==> src/rtl/tank_pkg.sv <==
// Shared keycode, facing and AI state definitions for the tank
// controller, the AI opponent and the top level.
package tank_pkg;

    localparam logic [7:0] KEY_W     = 8'h1A;
    localparam logic [7:0] KEY_S     = 8'h16;
    localparam logic [7:0] KEY_A     = 8'h04;
    localparam logic [7:0] KEY_D     = 8'h07;
    localparam logic [7:0] KEY_ENTER = 8'h28;
    localparam logic [7:0] KEY_NONE  = 8'h00;

    localparam logic [2:0] DIR_UP    = 3'd1;
    localparam logic [2:0] DIR_RIGHT = 3'd2;
    localparam logic [2:0] DIR_LEFT  = 3'd3;
    localparam logic [2:0] DIR_DOWN  = 3'd4;

    typedef enum logic [2:0] {
        IDLE     = 3'd0,
        CHASE    = 3'd1,
        AIM      = 3'd2,
        FIRE     = 3'd3,
        COOLDOWN = 3'd4,
        WANDER   = 3'd5
    } ai_state_t;

    function automatic logic [7:0] dir_key(input logic [2:0] dir);
        logic [7:0] k;
        k = KEY_NONE;
        case (dir)
            DIR_UP:    k = KEY_W;
            DIR_RIGHT: k = KEY_D;
            DIR_LEFT:  k = KEY_A;
            DIR_DOWN:  k = KEY_S;
            default:   k = KEY_NONE;
        endcase
        return k;
    endfunction

endpackage

==> src/rtl/lfsr16.sv <==
// 16-bit Galois LFSR (taps 16,14,13,11), one step per advance pulse.
// A zero seed would lock up, so it is replaced by 1.
module lfsr16 #(
    parameter logic [15:0] SEED = 16'hACE1
) (
    input  logic        Clk,
    input  logic        Reset,
    input  logic        advance,
    output logic [15:0] state
);

    localparam logic [15:0] INIT = (SEED == 16'h0) ? 16'h0001 : SEED;
    localparam logic [15:0] TAPS = 16'hB400;

    always_ff @(posedge Clk or negedge Reset) begin
        if (!Reset)
            state <= INIT;
        else if (advance)
            state <= {1'b0, state[15:1]} ^ (state[0] ? TAPS : 16'h0);
    end

endmodule

==> src/rtl/ai_tank_keygen.sv <==
// Computer opponent: chases the player, aligns on one axis, turns to
// face the player and fires, emitting one keycode per video frame.
module ai_tank_keygen
    import tank_pkg::*;
#(
    parameter int          DECIDE_FRAMES   = 8,
    parameter logic [9:0]  ALIGN_TOL       = 10'd4,
    parameter int          FIRE_FRAMES     = 2,
    parameter int          COOLDOWN_FRAMES = 30,
    parameter int          WANDER_FRAMES   = 16,
    parameter logic [15:0] LFSR_SEED       = 16'hACE1
) (
    input  logic       Clk,
    input  logic       Reset,
    input  logic       frame_clk,
    input  logic       enable,
    input  logic [9:0] player_X,
    input  logic [9:0] player_Y,
    input  logic [9:0] self_X,
    input  logic [9:0] self_Y,
    input  logic [2:0] self_dir,
    input  logic [1:0] self_hit,
    output logic [7:0] keycode,
    output logic [2:0] state_dbg
);

    localparam int AIM_TRIES = 4;
    localparam int M1 = (DECIDE_FRAMES > FIRE_FRAMES) ? DECIDE_FRAMES : FIRE_FRAMES;
    localparam int M2 = (M1 > COOLDOWN_FRAMES) ? M1 : COOLDOWN_FRAMES;
    localparam int M3 = (M2 > WANDER_FRAMES) ? M2 : WANDER_FRAMES;
    localparam int MAXP = (M3 > AIM_TRIES) ? M3 : AIM_TRIES;
    localparam int CW = $clog2(MAXP + 1);

    localparam logic [CW-1:0] DEC_LAST  = CW'(DECIDE_FRAMES - 1);
    localparam logic [CW-1:0] AIM_LAST  = CW'(AIM_TRIES - 1);
    localparam logic [CW-1:0] FIRE_LAST = CW'(FIRE_FRAMES - 1);
    localparam logic [CW-1:0] CD_LAST   = CW'(COOLDOWN_FRAMES - 1);
    localparam logic [CW-1:0] WAN_LAST  = CW'(WANDER_FRAMES - 1);
    localparam logic [10:0]   TOL       = {1'b0, ALIGN_TOL};

    ai_state_t     st, st_n;
    logic [CW-1:0] fcnt, fcnt_n;
    logic [CW-1:0] ph, ph_n;
    logic [2:0]    tgt, tgt_n;
    logic [7:0]    key_n;
    logic          fs1, fs2, fe;
    logic [15:0]   rnd;
    logic          unused_rnd;

    logic [10:0] dx, dy, adx, ady;
    logic        x_al, y_al, hit_ok;
    logic [2:0]  aim_v, aim_h;
    logic [7:0]  chase_key, wander_key;

    always_ff @(posedge Clk or negedge Reset) begin
        if (!Reset) begin
            fs1 <= 1'b0;
            fs2 <= 1'b0;
        end else begin
            fs1 <= frame_clk;
            fs2 <= fs1;
        end
    end

    assign fe = fs1 & ~fs2;

    lfsr16 #(.SEED(LFSR_SEED)) u_lfsr (
        .Clk     (Clk),
        .Reset   (Reset),
        .advance (fe),
        .state   (rnd)
    );

    assign unused_rnd = ^rnd[15:5];

    // Deltas are 11-bit two's complement; magnitude never exceeds 1023.
    assign dx  = {1'b0, player_X} - {1'b0, self_X};
    assign dy  = {1'b0, player_Y} - {1'b0, self_Y};
    assign adx = dx[10] ? (~dx + 11'd1) : dx;
    assign ady = dy[10] ? (~dy + 11'd1) : dy;

    assign x_al   = (adx <= TOL);
    assign y_al   = (ady <= TOL);
    assign hit_ok = (self_hit == 2'b00);
    assign aim_v  = dy[10] ? DIR_UP : DIR_DOWN;
    assign aim_h  = dx[10] ? DIR_LEFT : DIR_RIGHT;

    always_comb begin
        chase_key = KEY_NONE;
        if (adx <= ady)
            chase_key = dx[10] ? KEY_A : KEY_D;
        else
            chase_key = dy[10] ? KEY_W : KEY_S;
    end

    always_comb begin
        wander_key = KEY_W;
        case (rnd[4:3])
            2'd0: wander_key = KEY_W;
            2'd1: wander_key = KEY_S;
            2'd2: wander_key = KEY_A;
            default: wander_key = KEY_D;
        endcase
    end

    always_comb begin
        st_n   = st;
        fcnt_n = fcnt;
        ph_n   = ph;
        tgt_n  = tgt;
        key_n  = keycode;
        if (fe) begin
            if (!enable) begin
                st_n   = IDLE;
                fcnt_n = '0;
                ph_n   = '0;
                key_n  = KEY_NONE;
            end else begin
                unique case (st)
                    IDLE: begin
                        st_n   = CHASE;
                        fcnt_n = '0;
                        ph_n   = '0;
                        key_n  = KEY_NONE;
                    end
                    CHASE: begin
                        fcnt_n = (fcnt == DEC_LAST) ? '0 : fcnt + 1'b1;
                        if (fcnt == '0) begin
                            if (x_al && hit_ok) begin
                                st_n   = AIM;
                                tgt_n  = aim_v;
                                key_n  = dir_key(aim_v);
                                fcnt_n = '0;
                                ph_n   = '0;
                            end else if (y_al && hit_ok) begin
                                st_n   = AIM;
                                tgt_n  = aim_h;
                                key_n  = dir_key(aim_h);
                                fcnt_n = '0;
                                ph_n   = '0;
                            end else if (rnd[2:0] == 3'd0) begin
                                st_n   = WANDER;
                                key_n  = wander_key;
                                fcnt_n = '0;
                                ph_n   = '0;
                            end else begin
                                key_n = chase_key;
                            end
                        end
                    end
                    AIM: begin
                        if (self_dir == tgt) begin
                            st_n  = FIRE;
                            ph_n  = '0;
                            key_n = KEY_ENTER;
                        end else if (ph == AIM_LAST) begin
                            st_n   = CHASE;
                            fcnt_n = '0;
                            ph_n   = '0;
                            key_n  = KEY_NONE;
                        end else begin
                            ph_n = ph + 1'b1;
                        end
                    end
                    FIRE: begin
                        if (self_hit == 2'b01 || ph == FIRE_LAST) begin
                            st_n  = COOLDOWN;
                            ph_n  = '0;
                            key_n = KEY_NONE;
                        end else begin
                            ph_n = ph + 1'b1;
                        end
                    end
                    COOLDOWN: begin
                        if (ph == CD_LAST) begin
                            st_n   = CHASE;
                            fcnt_n = '0;
                            ph_n   = '0;
                        end else begin
                            ph_n = ph + 1'b1;
                        end
                    end
                    WANDER: begin
                        if (ph == WAN_LAST) begin
                            st_n   = CHASE;
                            fcnt_n = '0;
                            ph_n   = '0;
                            key_n  = KEY_NONE;
                        end else begin
                            ph_n = ph + 1'b1;
                        end
                    end
                    default: begin
                        st_n   = IDLE;
                        fcnt_n = '0;
                        ph_n   = '0;
                        key_n  = KEY_NONE;
                    end
                endcase
            end
        end
    end

    always_ff @(posedge Clk or negedge Reset) begin
        if (!Reset) begin
            st      <= IDLE;
            fcnt    <= '0;
            ph      <= '0;
            tgt     <= DIR_UP;
            keycode <= KEY_NONE;
        end else begin
            st      <= st_n;
            fcnt    <= fcnt_n;
            ph      <= ph_n;
            tgt     <= tgt_n;
            keycode <= key_n;
        end
    end

    assign state_dbg = st;

endmodule
==> config.mk <==
export PLATFORM = sky130hd
export DESIGN_NAME = ai_tank_keygen
export DESIGN_NICKNAME = d
export VERILOG_FILES = /design/src/rtl/tank_pkg.sv /design/src/rtl/lfsr16.sv /design/src/rtl/ai_tank_keygen.sv
export SDC_FILE = /design/constraint.sdc
export NUM_CORES = 1
export LEC_CHECK = 0
export CORE_MARGIN = 3
export CORE_UTILIZATION = 45
export DETAILED_ROUTE_END_ITERATION = 10
export PLACE_DENSITY = 0.78
export SLEW_MARGIN = 20
export SYNTH_ARGS = -nofsm -noshare
export SYNTH_HDL_FRONTEND = slang
export SYNTH_SLANG_ARGS = --single-unit
export TNS_END_PERCENT = 30
==> constraint.sdc <==
create_clock -name Clk -period 3.8 [get_ports Clk]
set_input_delay 0.76 -clock Clk [delete_from_list [all_inputs] [get_ports Clk]]
set_output_delay 0.76 -clock Clk [all_outputs]
set_load 0.02 [all_outputs]
# Word level (Yosys, flattened, before mapping)

Cells that the tools add are included.

Flip-flop bits (word level): 42
Latch bits: 0
Memory bits (writable): 0
Memory bits (read-only): 0
Bits of input ports: 49
Logic and storage cells: 124
Memories: 0

Add/subtract/negate cells: 6
Multiply operators: 0
Divide/modulo/power cells: 0
Order comparisons: 3
Equality and inequality tests: 32
Shift operators: 0
Muxes and demuxes: 56
Bitwise operators: 5
Reduce and logical (&&, ||, !) cells: 14

Operators by type and width:

| operator                                                         | count |
|---|---|
| two-way mux 5 bit                                                | 22 |
| two-way mux 8 bit                                                | 8 |
| case mux 5 bit (5 select lines)                                  | 2 |
| case mux 5 bit (4 select lines)                                  | 2 |
| case mux 8 bit (5 select lines)                                  | 1 |
| two-way mux 3 bit                                                | 13 |
| adder 11 x 1 -> 11 bit (second input constant)                   | 2 |
| less-or-equal comparator 11 x 3 -> 1 bit (second input constant) | 2 |
| two-way mux 11 bit                                               | 2 |
| NOT 11 bit                                                       | 2 |
| subtractor 10 x 10 -> 11 bit                                     | 2 |
| inequality test 3 bit (second input constant)                    | 6 |
| case mux 3 bit (6 select lines)                                  | 1 |
| two-way mux 16 bit                                               | 1 |
| XOR 15 x 16 -> 16 bit                                            | 1 |
| case mux 5 bit (3 select lines)                                  | 1 |
| equality test 3 x 2 -> 1 bit (second input constant)             | 4 |
| AND reduction 6 bit                                              | 2 |
| less-or-equal comparator 11 bit                                  | 1 |
| adder 5 x 1 -> 5 bit (second input constant)                     | 2 |
| equality test 3 bit (second input constant)                      | 3 |
| AND reduction 7 bit                                              | 1 |
| equality test 2 x 1 -> 1 bit (second input constant)             | 3 |
| equality test 2 bit (second input constant)                      | 3 |
| other kinds (24)                                                 | 29 |

# Logic depth before layout (Yosys ltp)

Gate-level depths: netlist of run 1.

Depth after elaboration: 12
Depth in mapped cells: 22

# Hierarchy

Synthesis of run 1 repeated with hierarchy kept, for this count alone.

Cell total of the unflattened synthesis: 500
Area, all modules: 4216.5 um2

Modules (own cells, without submodules):

| module         | instances | cells an instance | area each (um2) |
|---|---|---|---|
| ai_tank_keygen | 1         | 460               | 3560.9 |
| lfsr16         | 1         | 40                | 655.6 |

# Worst setup path before layout of run 1

Ideal clock, no wire load.

Kind: input -> register
Start point: in player_X[0]
End point: reg keycode[0]
Library setup time: 0.069 ns
Data arrival time: 4.605 ns
Required time: 3.731 ns
Slack: -0.874 ns
Cell stages on the path: 21
Buffers on the path: 0
Path through: inv_1 -> ha_1 -> inv_1 -> fa_1 -> a21o_1 -> a2111oi_0 -> a211o_1 -> a21boi_1 -> nand3b_1 -> o21ai_0 -> xnor2_1 -> ha_1 -> nand2_1 -> nor2_1 -> o211a_1 -> a2111oi_0 -> nand3b_1 -> o221ai_2 -> o21ai_1 -> a2111o_1 -> nand3_1

Word-level cells in the longest chain between the ends: 12

Ends and longest elaborated chain:

| what                                | line                  | source |
|---|---|---|
| from (decl)                         | ai_tank_keygen.sv:17  | `input logic [9:0] player_X,` |
| subtractor 10 x 10 -> 11 bit (*)    | ai_tank_keygen.sv:77  | `assign dx = {1'b0, player_X} - {1'b0, self_X};` |
| NOT 11 bit                          | ai_tank_keygen.sv:79  | `assign adx = dx[10] ? (~dx + 11'd1) : dx;` |
| adder 11 x 1 -> 11 bit              | ai_tank_keygen.sv:79  |  |
| two-way mux 11 bit                  | ai_tank_keygen.sv:79  |  |
| less-or-equal comparator 11 bit     | ai_tank_keygen.sv:90  | `if (adx <= ady)` |
| two-way mux 5 bit                   | ai_tank_keygen.sv:90  |  |
| two-way mux 5 bit                   | ai_tank_keygen.sv:141 | `end else if (rnd[2:0] == 3'd0) begin` |
| two-way mux 8 bit                   | ai_tank_keygen.sv:135 | `end else if (y_al && hit_ok) begin` |
| two-way mux 8 bit (*)               | ai_tank_keygen.sv:129 | `if (x_al && hit_ok) begin` |
| two-way mux 8 bit (*)               | ai_tank_keygen.sv:128 | `if (fcnt == '0) begin` |
| case mux 8 bit (5 select lines) (*) | ai_tank_keygen.sv:119 | `unique case (st)` |
| two-way mux 8 bit (*)               | ai_tank_keygen.sv:113 | `if (!enable) begin` |
| to (signal assigned)                | ai_tank_keygen.sv:216 | `keycode <= key_n;` |
| to (decl)                           | ai_tank_keygen.sv:23  | `output logic [7:0] keycode,` |

Every way passes the cells marked *; elsewhere a longest branch is shown, timed or not. The select of a mux whose other input is x is not followed.
A chain may end at the register's enable or synchronous reset.

# Worst setup path in the final report of run 1

Start point: in self_X[4]
End point: reg keycode[0]

Word-level cells in the longest chain between the ends: 12

Ends and longest elaborated chain:

| what                                | line                  | source |
|---|---|---|
| from (decl)                         | ai_tank_keygen.sv:19  | `input logic [9:0] self_X,` |
| subtractor 10 x 10 -> 11 bit (*)    | ai_tank_keygen.sv:77  |  |
| NOT 11 bit                          | ai_tank_keygen.sv:79  |  |
| adder 11 x 1 -> 11 bit              | ai_tank_keygen.sv:79  |  |
| two-way mux 11 bit                  | ai_tank_keygen.sv:79  |  |
| less-or-equal comparator 11 bit     | ai_tank_keygen.sv:90  |  |
| two-way mux 5 bit                   | ai_tank_keygen.sv:90  |  |
| two-way mux 5 bit                   | ai_tank_keygen.sv:141 |  |
| two-way mux 8 bit                   | ai_tank_keygen.sv:135 |  |
| two-way mux 8 bit (*)               | ai_tank_keygen.sv:129 |  |
| two-way mux 8 bit (*)               | ai_tank_keygen.sv:128 |  |
| case mux 8 bit (5 select lines) (*) | ai_tank_keygen.sv:119 |  |
| two-way mux 8 bit (*)               | ai_tank_keygen.sv:113 |  |

Marks and branches as above.

==> qor.txt, run 1 <==
Die Area = 0.0105 mm2
Final GP Congestion = 0.877
Netlist Area Pre-Place = 0.00418 mm2
Vias after detailed routing = 4,452
Sequential area share after synthesis = 24.2%
Nets = 756
Hold_sp = fs1
Simple-Gate Fraction of Synth Area = 19.2%
DRC viols = 0
Longest Clk Path Bufs = 2
Reg2reg path depth = 12
Clock skew = 0.00397 ns
Final period utilization = 125%
Critical path peak fanout = 3
TritonCTS Sinks = 40
Crit path DAT = 4.98 ns
Pwr per Cell Area = 343 mW/mm2
Rel. slew slack = 43.1%
HPWL Detailed = 8.55 mm
Most frequent cells in the layout = buf_4 (116), nand2_1 (39), clkdlybuf4s50_1 (39)
Wire length per cell = 16.1 um
Complex-gate fraction of the synthesized area = 25.0%
Hold depth = 0
Status = finished, violations left
Slew @ Worst Pin = 0.854 ns
Area after DPL = 0.00569 mm2
Vias in the first global route = 4,387
Routed Antenna Nets = 0
Antenna violations before repair = 0
Max Slew Vio Count = 0
GR Overflow Total = 0
Setup WS post-layout = -0.945 ns
CP cell instances = clkdlybuf4s50_1 -> inv_2 -> ha_4 -> buf_6 -> a21o_4 -> a2111oi_4 -> a211o_1 -> a21boi_4 -> nand3b_1 -> o21ai_1 -> xnor2_1 -> ha_1 -> buf_6 -> a211o_1 -> a2111oi_4 -> nand3b_1 -> o221ai_2 -> o21ai_2 -> a2111o_1 -> nand3_1
Clk root buf = clkbuf_8
Cells after synthesis = 491
DIE HEIGHT = 102 um
Layout cells sized above 1 = 38.9%
Synth cell types = 80
Number of synthesized flops with an enable pin = 0
Worst r2r dst = tgt[0]
R2R Setup Slk = 0.87 ns
Clk slew on worst S/H paths = 0.08 ns
Critical path class = in -> reg
Largest net degree at the start of global routing = 41
Hold-fix buffers, CTS = 0
Worst setup EP type = flop
Required @ worst endpoint = 4.03 ns
CP Launch Type = input port
Adder-cell share of the synthesized area = 12.3%
Commonest non-fill, non-tap cell in the layout = buf_4
First-pass DRT Iterations = 5
RSZ-0062 raised after global routing = true
Syn Area/Cell = 8.51 um2
Worst Hold Class = reg -> reg
Leakage = 2.91 nW
Maximum vdd drop = 0.000153 V
Max cap viols = 0
Area share of the largest cell type after synthesis = 18.6%
DP Worst Slack = -1.41 ns
CTS tree = yes
Worst skew pair latency = 0.30 ns
Mux cell area share after synthesis = 4.97%
DRT iter0 DRCs = 241
Crit-path max cell delay = 0.47 ns
Failing checks = negative setup slack
Synth Area in XOR/XNOR = 9.16%
Final instance area = 0.00644 mm2
Ys Warns = 0
Htree depth = 2
Vias per inst = 5.74
Sum Neg Setup Slack = -7.60 ns
Die Wd = 102 um
Hold slack = 0.382 ns
Yosys reg bits = 40
First-pass GRT wire length = 19.1 mm
Core area = 0.00889 mm2
Crit path time final = 4.75 ns
Largest family of logic cells by synthesized area = compound AO/OA/AOI/OAI gates
Total track usage = 22.2%
Port bufs = 57
Most used DFF post-synth = dfrtp_1
CP max-delay cell = clkdlybuf4s50_1
# rows = 34
I/O pins = 60
Area growth from synthesis to layout = 54.1%
F_max = 0.211 GHz
Worst setup path start = self_X[4]
Area leader, netlist = dfrtp_1
ANT cells = 0
Starting density of the core = 47.0%
CTS buffer count = 5
Hold EP = fs2
Asr flop ratio synth = 100%
Final hold vios = 0
Final wirelength = 12.5 mm
Reg-to-Reg Start = ph[0]
Area contributors post-synth = dfrtp_1 (19%), ha_1 (11%), xnor2_1 (5.9%), dfstp_2 (5.7%), nand2_1 (3.9%)
Final setup fails = 20
registers in the layout, summed over array words and instances, names as in the netlist:
name / cells
fs1: 1
fcnt: 5
u_lfsr.state: 16
ph: 5
tgt: 3
fs2: 1
state_dbg: 3
keycode: 6
worst max-delay path by stage:
stage / end / slack [ns] / depth (start not counted)
detailed placement: keycode[0] / -1.41 / 20
global route: keycode[0] / -1.04 / 19
CTS: keycode[0] / -0.79 / 22
global placement: keycode[0] / -1.22 / 20
floorplan: keycode[0] / -0.62 / 18
finish: keycode[0] / -0.95 / 20
repair_timing:
| item | in CTS | in global routing |
|---|---|---|
| setup endpoints to repair | 21 | 21 |
| setup buffers | 11 | 7 |
| pin swaps | 45 | 29 |
| cloned | 0 | 0 |
| gates resized for setup | 85 | 44 |
| hold endpoints to repair | 0 | 0 |
layout make-up:
type / count / area [um2]
clock buffers: 5 / 68.8
clock inverters: 3 / 47.5
fillers: 600 / 2450
inverters: 42 / 168
multi-input cells: 398 / 3520
flip-flops and latches: 40 / 1010
well taps: 108 / 135
repair buffers: 180 / 1490
critical path, delay by kind of cell:
kind / cells / cell delay, ns
adders and majority gates: 2 / 0.50
xor gates and xnor gates: 1 / 0.14
buffers and inverters: 4 / 0.77
and+or+nand+nor: 3 / 0.40
AOI/OAI and AO/OA: 10 / 2.39
through the flow:
| step | util (%) | instances | power, W |
|---|---|---|---|
| after detailed placement | 63.9 | 750 | 0.00155 |
| after global placement | 63.9 | 750 | 0.00151 |
| after CTS | 69.7 | 769 | 0.00204 |
| after global routing | 72.4 | 776 | 0.00234 |
| final | 72.4 | 776 | 0.00221 |
| after floorplan | - | 492 | 0.00112 |
per-layer routing:
metal,wire length [um],GRT usage (%),part of all wire [%]
met3,584,2.66,4.7
met5,0,0,0
met1,5300,27.8,43
met2,6390,40.6,51
met4,185,5.05,1.5
where the power goes:
part | leakage, nW | total [W] | internal [W] | switching [W]
clock network | 0.0583 | 0.000354 | 0.000198 | 0.000156
registers | 0.513 | 0.000471 | 0.000443 | 0.0000280
logic | 2.33 | 0.00139 | 0.000708 | 0.000679
total | 2.91 | 0.00221 | 0.00135 | 0.000864
cells by family (layout without fill, tap and decap cells):
group | after synthesis | in the layout
XOR/XNOR | 38 | 38
buffers and inverters | 54 | 230
flip-flops | 40 | 40
AO/OA/AOI/OAI | 144 | 144
multiplexers | 18 | 18
other | 1 | 2
adder cells (fa/ha/maj) | 40 | 40
AND/OR/NAND/NOR | 156 | 156
cells in the mapped netlist (5+ instances only):
cell type  count
nand3b_1       6
o21a_1         8
dfstp_2        9
clkbuf_1       6
nand2b_1       5
nor2b_1        5
a211o_1        6
nand2_1       43
o21ai_0       27
nand4_1        5
o21ai_1        5
a21o_1         9
ha_1          38
inv_1         42
xnor2_1       28
dfrtp_1       31
nor2_1        31
mux2_2        14
nand3_1       21
o31ai_1        5
nor3_1        11
a31oi_1        7
xor2_1         6
a21oi_1       29
(Power assumes the default switching activity.)
==> run 2: changes to the inputs <==
CORE_MARGIN = default   (was 3)
CORE_UTILIZATION = 40   (was 45)
PLACE_DENSITY = 0.72   (was 0.78)
==> run 2 against run 1 <==
  * The run still ends with negative setup slack left
  * Critical path type unchanged
  * Total power is 3.0% lower
  * Die area is 3.6% higher
  * Sequential share of layout area is 0.31 points lower
  * Flip-flop and latch count stayed put
  * Worst hold slack better by 0.0028 ns
  * Cell count is 4.6% higher
  * Register-to-register slack better by 0.07 ns
  * Cell area is 2.0% higher
  * Highest routed layer unchanged
  * Fmax is 0.80% higher
==> qor.txt, run 2 (synthesis results as in run 1) <==
Status = finished, violations left
Failing checks = negative setup slack
Core area = 0.00995 mm2 (+12%)
Layout cells sized above 1 = 40.4% (+1.4 points)
Clk slew on worst S/H paths = 0.08 ns (about the same)
DRT iter0 DRCs = 218 (-9.5%)
Most frequent cells in the layout = buf_4 (128), nand2_1 (38), clkdlybuf4s50_1 (35)
First-pass GRT wire length = 20.1 mm (+4.8%)
Critical path class = in -> reg
Vias after detailed routing = 4,531 (+1.8%)
CP Launch Type = input port
# rows = 36 (+5.9%)
Reg-to-Reg Start = ph[0]
Vias in the first global route = 4,495 (+2.5%)
Hold depth = 0 (unchanged)
Hold slack = 0.385 ns (+0.00285 ns)
TritonCTS Sinks = 40 (unchanged)
Finished Layout Cells = 812 (+4.6%)
CTS buffer count = 5 (unchanged)
Commonest non-fill, non-tap cell in the layout = buf_4
Vias per inst = 5.58 (-2.7%)
Finished Core Util = 66.0% (-6.4 points)
DP Worst Slack = -1.43 ns (-0.0142 ns)
WP buf/inv = 3 (-1)
Crit-path leading delay family = compound AO/OA/AOI/OAI gates
Worst setup EP type = flop
Hold_sp = fs1
Antenna violations before repair = 0 (unchanged)
Wire length per cell = 15.4 um (-3.8%)
Reg2reg path depth = 12 (unchanged)
Clk root buf = clkbuf_8
HPWL Detailed = 8.47 mm (-0.96%)
Htree depth = 2 (unchanged)
RSZ-0062 raised after global routing = true
GR Overflow Total = 0 (unchanged)
Largest registers = u_lfsr.state x16, keycode x6
Final wirelength = 12.5 mm (+0.63%)
Nets = 767 (+1.5%)
Largest net degree at the start of global routing = 41 (unchanged)
Hold EP = fs2
Max reg flops = 16 (unchanged)
Worst r2r dst = keycode[1]
CP cell instances = clkdlybuf4s15_1 -> fa_2 -> a21oi_4 -> o21ai_1 -> a211o_1 -> a2111oi_4 -> buf_4 -> a31oi_4 -> xnor2_2 -> ha_1 -> buf_6 -> nand2_2 -> nor2_1 -> o211a_1 -> a2111oi_4 -> nand3b_1 -> a21boi_2 -> o21ai_1 -> a2111o_1 -> nand3_1
Sw Share = 40.1% (+1.1 points)
Max Slew Vio Count = 0 (unchanged)
Port bufs = 57 (unchanged)
Longest Clk Path Bufs = 2 (unchanged)
# placed instances = 776 (+3.5%)
Final setup fails = 20 (unchanged)
Maximum vdd drop = 0.000175 V (+14%)
Comb pwr share = 64.3% (+1.6 points)
Net load switching power = 0.000861 W (-0.35%)
CP max-delay cell = fa_2
Starting density of the core = 42.0% (-5.0 points)
Die Wd = 104 um (+1.8%)
Required @ worst endpoint = 4.03 ns (about the same)
Final GP Congestion = 0.827 (-5.7%)
First-pass DRT Iterations = 5 (unchanged)
Crit path time final = 4.71 ns (-0.0379 ns)
Fillers = 736 (+23%)
Worst skew pair latency = 0.29 ns (about the same)
DRC viols = 0 (unchanged)
Crit path DAT = 4.94 ns (-0.04 ns)
Rel. slew slack = 42.0% (-1.1 points)
Area growth from synthesis to layout = 57.2%
Clk network pwr share = 13.7% (-2.3 points)
Final hold vios = 0 (unchanged)
I/O pins = 60 (unchanged)
DIE HEIGHT = 104 um (+1.8%)
Pwr per Cell Area = 326 mW/mm2 (-4.9%)
Overall Power = 0.00215 W (-3.0%)
ANT cells = 0 (unchanged)
Leakage = 2.95 nW (+1.7%)
Die Area = 0.0109 mm2 (+3.6%)
CTS tree = yes
Final period utilization = 124% (-1.0 points)
Max cap viols = 0 (unchanged)
Reg with most FFs = u_lfsr.state
Total track usage = 22.0% (-0.16 points)
Critical path peak fanout = 3 (unchanged)
Flop pwr share = 21.9% (+0.6 points)
R2R Setup Slk = 0.94 ns (+0.07 ns)
Setup WS post-layout = -0.907 ns (+0.0379 ns)
Worst Hold Class = reg -> reg
Clock skew = 0.00628 ns (+0.00231 ns)
Slew @ Worst Pin = 0.871 ns (+0.0172 ns)
F_max = 0.212 GHz (+0.80%)
Pint = 0.00129 W (-4.7%)
Routed Antenna Nets = 0 (unchanged)
Crit-path max cell delay = 0.44 ns (-0.03 ns)
run 2: cell count changes in the layout (fill, tap and decap cells not counted), sizes merged, moves of 2 or more:
cell / before / now
dlymetal6s2s: 3 / 5
clkdlybuf4s50: 39 / 35
buf: 127 / 139
dlygate4sd2: 8 / 11
run 2: stage by stage:
stage,setup TNS [ns],cell area (um2)
CTS,-7.33,6270
detailed placement,-19.52,5720
finish,-8.97,6570
floorplan,-3.51,4250
global placement,-17.28,5720
global route,-10.83,6570
run 2: layout make-up:
cell class                      count  area (um2)  area share, %
Clock buffer                        7        86.3           1.31
Clock inverter                      1        7.51          0.114
Inverter                           42         173           2.63
Multi-Input combinational cell    398        3540           53.8
Sequential cell                    40        1010           15.4
Tap cell                          133         166           2.53
Timing Repair Buffer              191        1590           24.2
run 2: power groups by stage:
stage | sequential (W) | combinational [W] | clock [W]
finish | 0.000471 | 0.00138 | 0.000294
global route | 0.000474 | 0.00148 | 0.000319
CTS | 0.000470 | 0.00124 | 0.000299
detailed placement | 0.000477 | 0.00107 | 0
global placement | 0.000477 | 0.00103 | 0
floorplan | 0.000480 | 0.000638 | 0
run 2: worst max-delay path by stage:
stage | start | to | slack [ns] | cells past startpoint
2_1_floorplan | player_Y[0] | keycode[0] | -0.62 | 18
3_3_place_gp | player_X[0] | keycode[0] | -1.23 | 20
3_5_place_dp | player_X[0] | keycode[2] | -1.43 | 21
4_1_cts | player_Y[0] | keycode[4] | -0.72 | 22
5_1_grt | player_Y[1] | keycode[4] | -1.01 | 21
6_report | player_Y[1] | keycode[0] | -0.91 | 20
run 2: repair_timing:
item	CTS	global route
gates cloned	0	0
buffers inserted	18	10
setup endpoints to repair	21	21
pin swaps	58	39
gates resized for setup	96	47
hold buffers	0	0
run 2: metal layers:
layer | vias up | global-route usage, % | wire, um
li1 | 2165 | - | -
met1 | 2168 | 26.5 | 5150
met2 | 158 | 39.9 | 6440
met3 | 40 | 3.07 | 552
met4 | 0 | 7.76 | 401
met5 | - | 0 | 0
==> run 3: changes to the inputs <==
CTS_BUF_LIST = sky130_fd_sc_hd__clkbuf_4 sky130_fd_sc_hd__clkbuf_8   (was default)
==> run 3 against run 2 <==
  * The run still ends with negative setup slack left
  * Setup slack lost 0.0034 ns
  * Global-route usage did not move
  * Total power is 0.34% higher
  * First-iteration DRC count is 0.46% higher
  * Worst hold slack is essentially flat
  * Fmax barely moved
  * Clock skew is 0.00090 ns lower
  * Largest cell class unchanged
  * Register-to-register slack about the same
  * Critical path type unchanged
  * Combinational power about the same
  * Clock power grew 2%
  * Cell count is the same
==> qor.txt, run 3 (synthesis results as in run 1) <==
Status = finished, violations left
Failing checks = negative setup slack
ANT cells = 0 (unchanged)
DRT iter0 DRCs = 219 (+0.46%)
Htree depth = 2 (unchanged)
Final hold vios = 0 (unchanged)
Maximum vdd drop = 0.000174 V (-0.24%)
Area growth from synthesis to layout = 57.3% (about the same)
Pint = 0.00129 W (+0.57%)
Worst skew pair latency = 0.29 ns (about the same)
Sw Share = 40.0% (-0.13 points)
Starting density of the core = 42.0% (unchanged)
Max reg flops = 16 (unchanged)
Die Area = 0.0109 mm2 (unchanged)
Rel. slew slack = 41.3% (-0.64 points)
GR Overflow Total = 0 (unchanged)
Net load switching power = 0.000861 W (about the same)
Longest Clk Path Bufs = 2 (unchanged)
Leakage = 2.96 nW (+0.12%)
Largest net degree at the start of global routing = 41 (unchanged)
Finished Layout Cells = 812 (unchanged)
Crit path DAT = 4.94 ns (about the same)
Required @ worst endpoint = 4.03 ns (about the same)
DRC viols = 0 (unchanged)
TritonCTS Sinks = 40 (unchanged)
Crit-path max cell delay = 0.44 ns (about the same)
Vias in the first global route = 4,496 (+0.022%)
Reg-to-Reg Start = ph[0]
CTS buffer count = 5 (unchanged)
Comb pwr share = 64.2% (about the same)
Final wirelength = 12.5 mm (-0.11%)
F_max = 0.212 GHz (about the same)
Port bufs = 57 (unchanged)
Worst setup path start = player_Y[1]
Wire length per cell = 15.4 um (-0.11%)
Sum Neg Setup Slack = -8.97 ns (-0.00568 ns)
Most frequent cells in the layout = buf_4 (128), nand2_1 (38), clkdlybuf4s50_1 (35)
First-pass DRT Iterations = 5 (unchanged)
Reg with most FFs = u_lfsr.state
CTS tree = yes
Largest registers = u_lfsr.state x16, keycode x6
I/O pins = 60 (unchanged)
Antenna violations before repair = 0 (unchanged)
First-pass GRT wire length = 20.1 mm (unchanged)
Clock skew = 0.00538 ns (-0.000898 ns)
Hold-fix buffers, CTS = 0 (unchanged)
Vias after detailed routing = 4,510 (-0.46%)
Final period utilization = 124% (about the same)
Routed Antenna Nets = 0 (unchanged)
Max cap viols = 0 (unchanged)
Clk network pwr share = 14.0% (+0.3 points)
Worst Hold Class = reg -> reg
Max Slew Vio Count = 0 (unchanged)
Die Wd = 104 um (unchanged)
Total track usage = 22.0% (unchanged)
Core area = 0.00995 mm2 (unchanged)
Final GP Congestion = 0.827 (unchanged)
Worst setup EP type = flop
Layout cells sized above 1 = 40.5% (+0.15 points)
# rows = 36 (unchanged)
# placed instances = 776 (unchanged)
CP max-delay cell = fa_2
DP Worst Slack = -1.43 ns (unchanged)
Setup WS post-layout = -0.911 ns (-0.00339 ns)
Flop pwr share = 21.8% (about the same)
Vias per inst = 5.55 (-0.46%)
Final setup fails = 20 (unchanged)
Critical path class = in -> reg
Hold_sp = fs1
RSZ-0062 raised after global routing = true
Critical path peak fanout = 3 (unchanged)
Pwr per Cell Area = 327 mW/mm2 (+0.28%)
Commonest non-fill, non-tap cell in the layout = buf_4
CP Launch Type = input port
CP cell instances = clkdlybuf4s15_1 -> fa_2 -> a21oi_4 -> o21ai_1 -> a211o_1 -> a2111oi_4 -> buf_4 -> a31oi_4 -> xnor2_2 -> ha_1 -> buf_6 -> nand2_2 -> nor2_1 -> o211a_1 -> a2111oi_4 -> nand3b_1 -> a21boi_2 -> o21ai_1 -> a2111o_1 -> nand3_1
HPWL Detailed = 8.47 mm (unchanged)
Nets = 767 (unchanged)
Crit path time final = 4.71 ns (+0.00339 ns)
Clk root buf = clkbuf_8
Slew @ Worst Pin = 0.880 ns (+0.00955 ns)
Clk slew on worst S/H paths = 0.08 ns (about the same)
DIE HEIGHT = 104 um (unchanged)
==> run 3: changes by cell type in the layout (fill, tap and decap cells not counted) <==
cell,before,now
clkbuf_1,1,0
clkbuf_4,0,1
==> run 3: worst max-delay path: cells and delay by family <==
kind                     cells  cell delay, ns
adder cells (fa/ha/maj)      2            0.79
buffers and inverters        3            0.54
XOR/XNOR                     1            0.16
AND/OR/NAND/NOR              4            0.42
AO/OA/AOI/OAI               10            2.27
==> run 3: path summary, 6_finish.rpt <==
check / endpoint / slack, ns / depth (start not counted)
worst max-delay path: keycode[0] / -0.91 / 20
worst min-delay path: fs2 / 0.39 / 0
worst max register to register: keycode[1] / 0.93 / 12
worst min register to register: fs2 / 0.39 / 0
max in group asynchronous: u_lfsr.state[8] / 2.66 / 1
min in group asynchronous: ph[1] / 0.57 / 1
==> run 3: per-stage QoR <==
stage	hold slack (ns)	util (%)	cell area, um2	total power [W]
floorplan	0.355	-	4250	0.00112
global placement	0.362	57.5	5720	0.00151
detailed placement	0.371	57.5	5720	0.00155
CTS	0.386	63.0	6270	0.00202
global route	0.405	66.1	6580	0.00228
finish	0.385	66.1	6580	0.00215
==> run 3: routing by layer <==
metal  GRT usage (%)  up-vias  wire, um
li1                -     2168         -
met1            26.5     2133      5170
met2            39.9      166      6380
met3            3.07       43       546
met4            7.76        0       430
met5               0        -         0
==> run 3: area by class of cell <==
| class | instances | area (um2) |
|---|---|---|
| inverter | 42 | 173 |
| tap | 133 | 166 |
| timing repair buffer | 191 | 1590 |
| sequential | 40 | 1010 |
| clock buffer | 7 | 90.1 |
| fill | 736 | 3380 |
| multi-input combinational | 398 | 3540 |
| clock inverter | 1 | 7.51 |
==> run 3: power by group through the flow <==
stage               registers (W)  clock network [W]  logic (W)
global route             0.000474           0.000327    0.00148
global placement         0.000477                  0    0.00103
finish                   0.000470           0.000301    0.00138
detailed placement       0.000477                  0    0.00107
floorplan                0.000480                  0   0.000638
CTS                      0.000470           0.000306    0.00124
==> run 3: timing repair <==
item,CTS,global route
pin swaps,58,39
endpoints found under the setup margin,21,21
resized for setup,96,47
buffers inserted,18,10
endpoints found under the hold margin,0,0
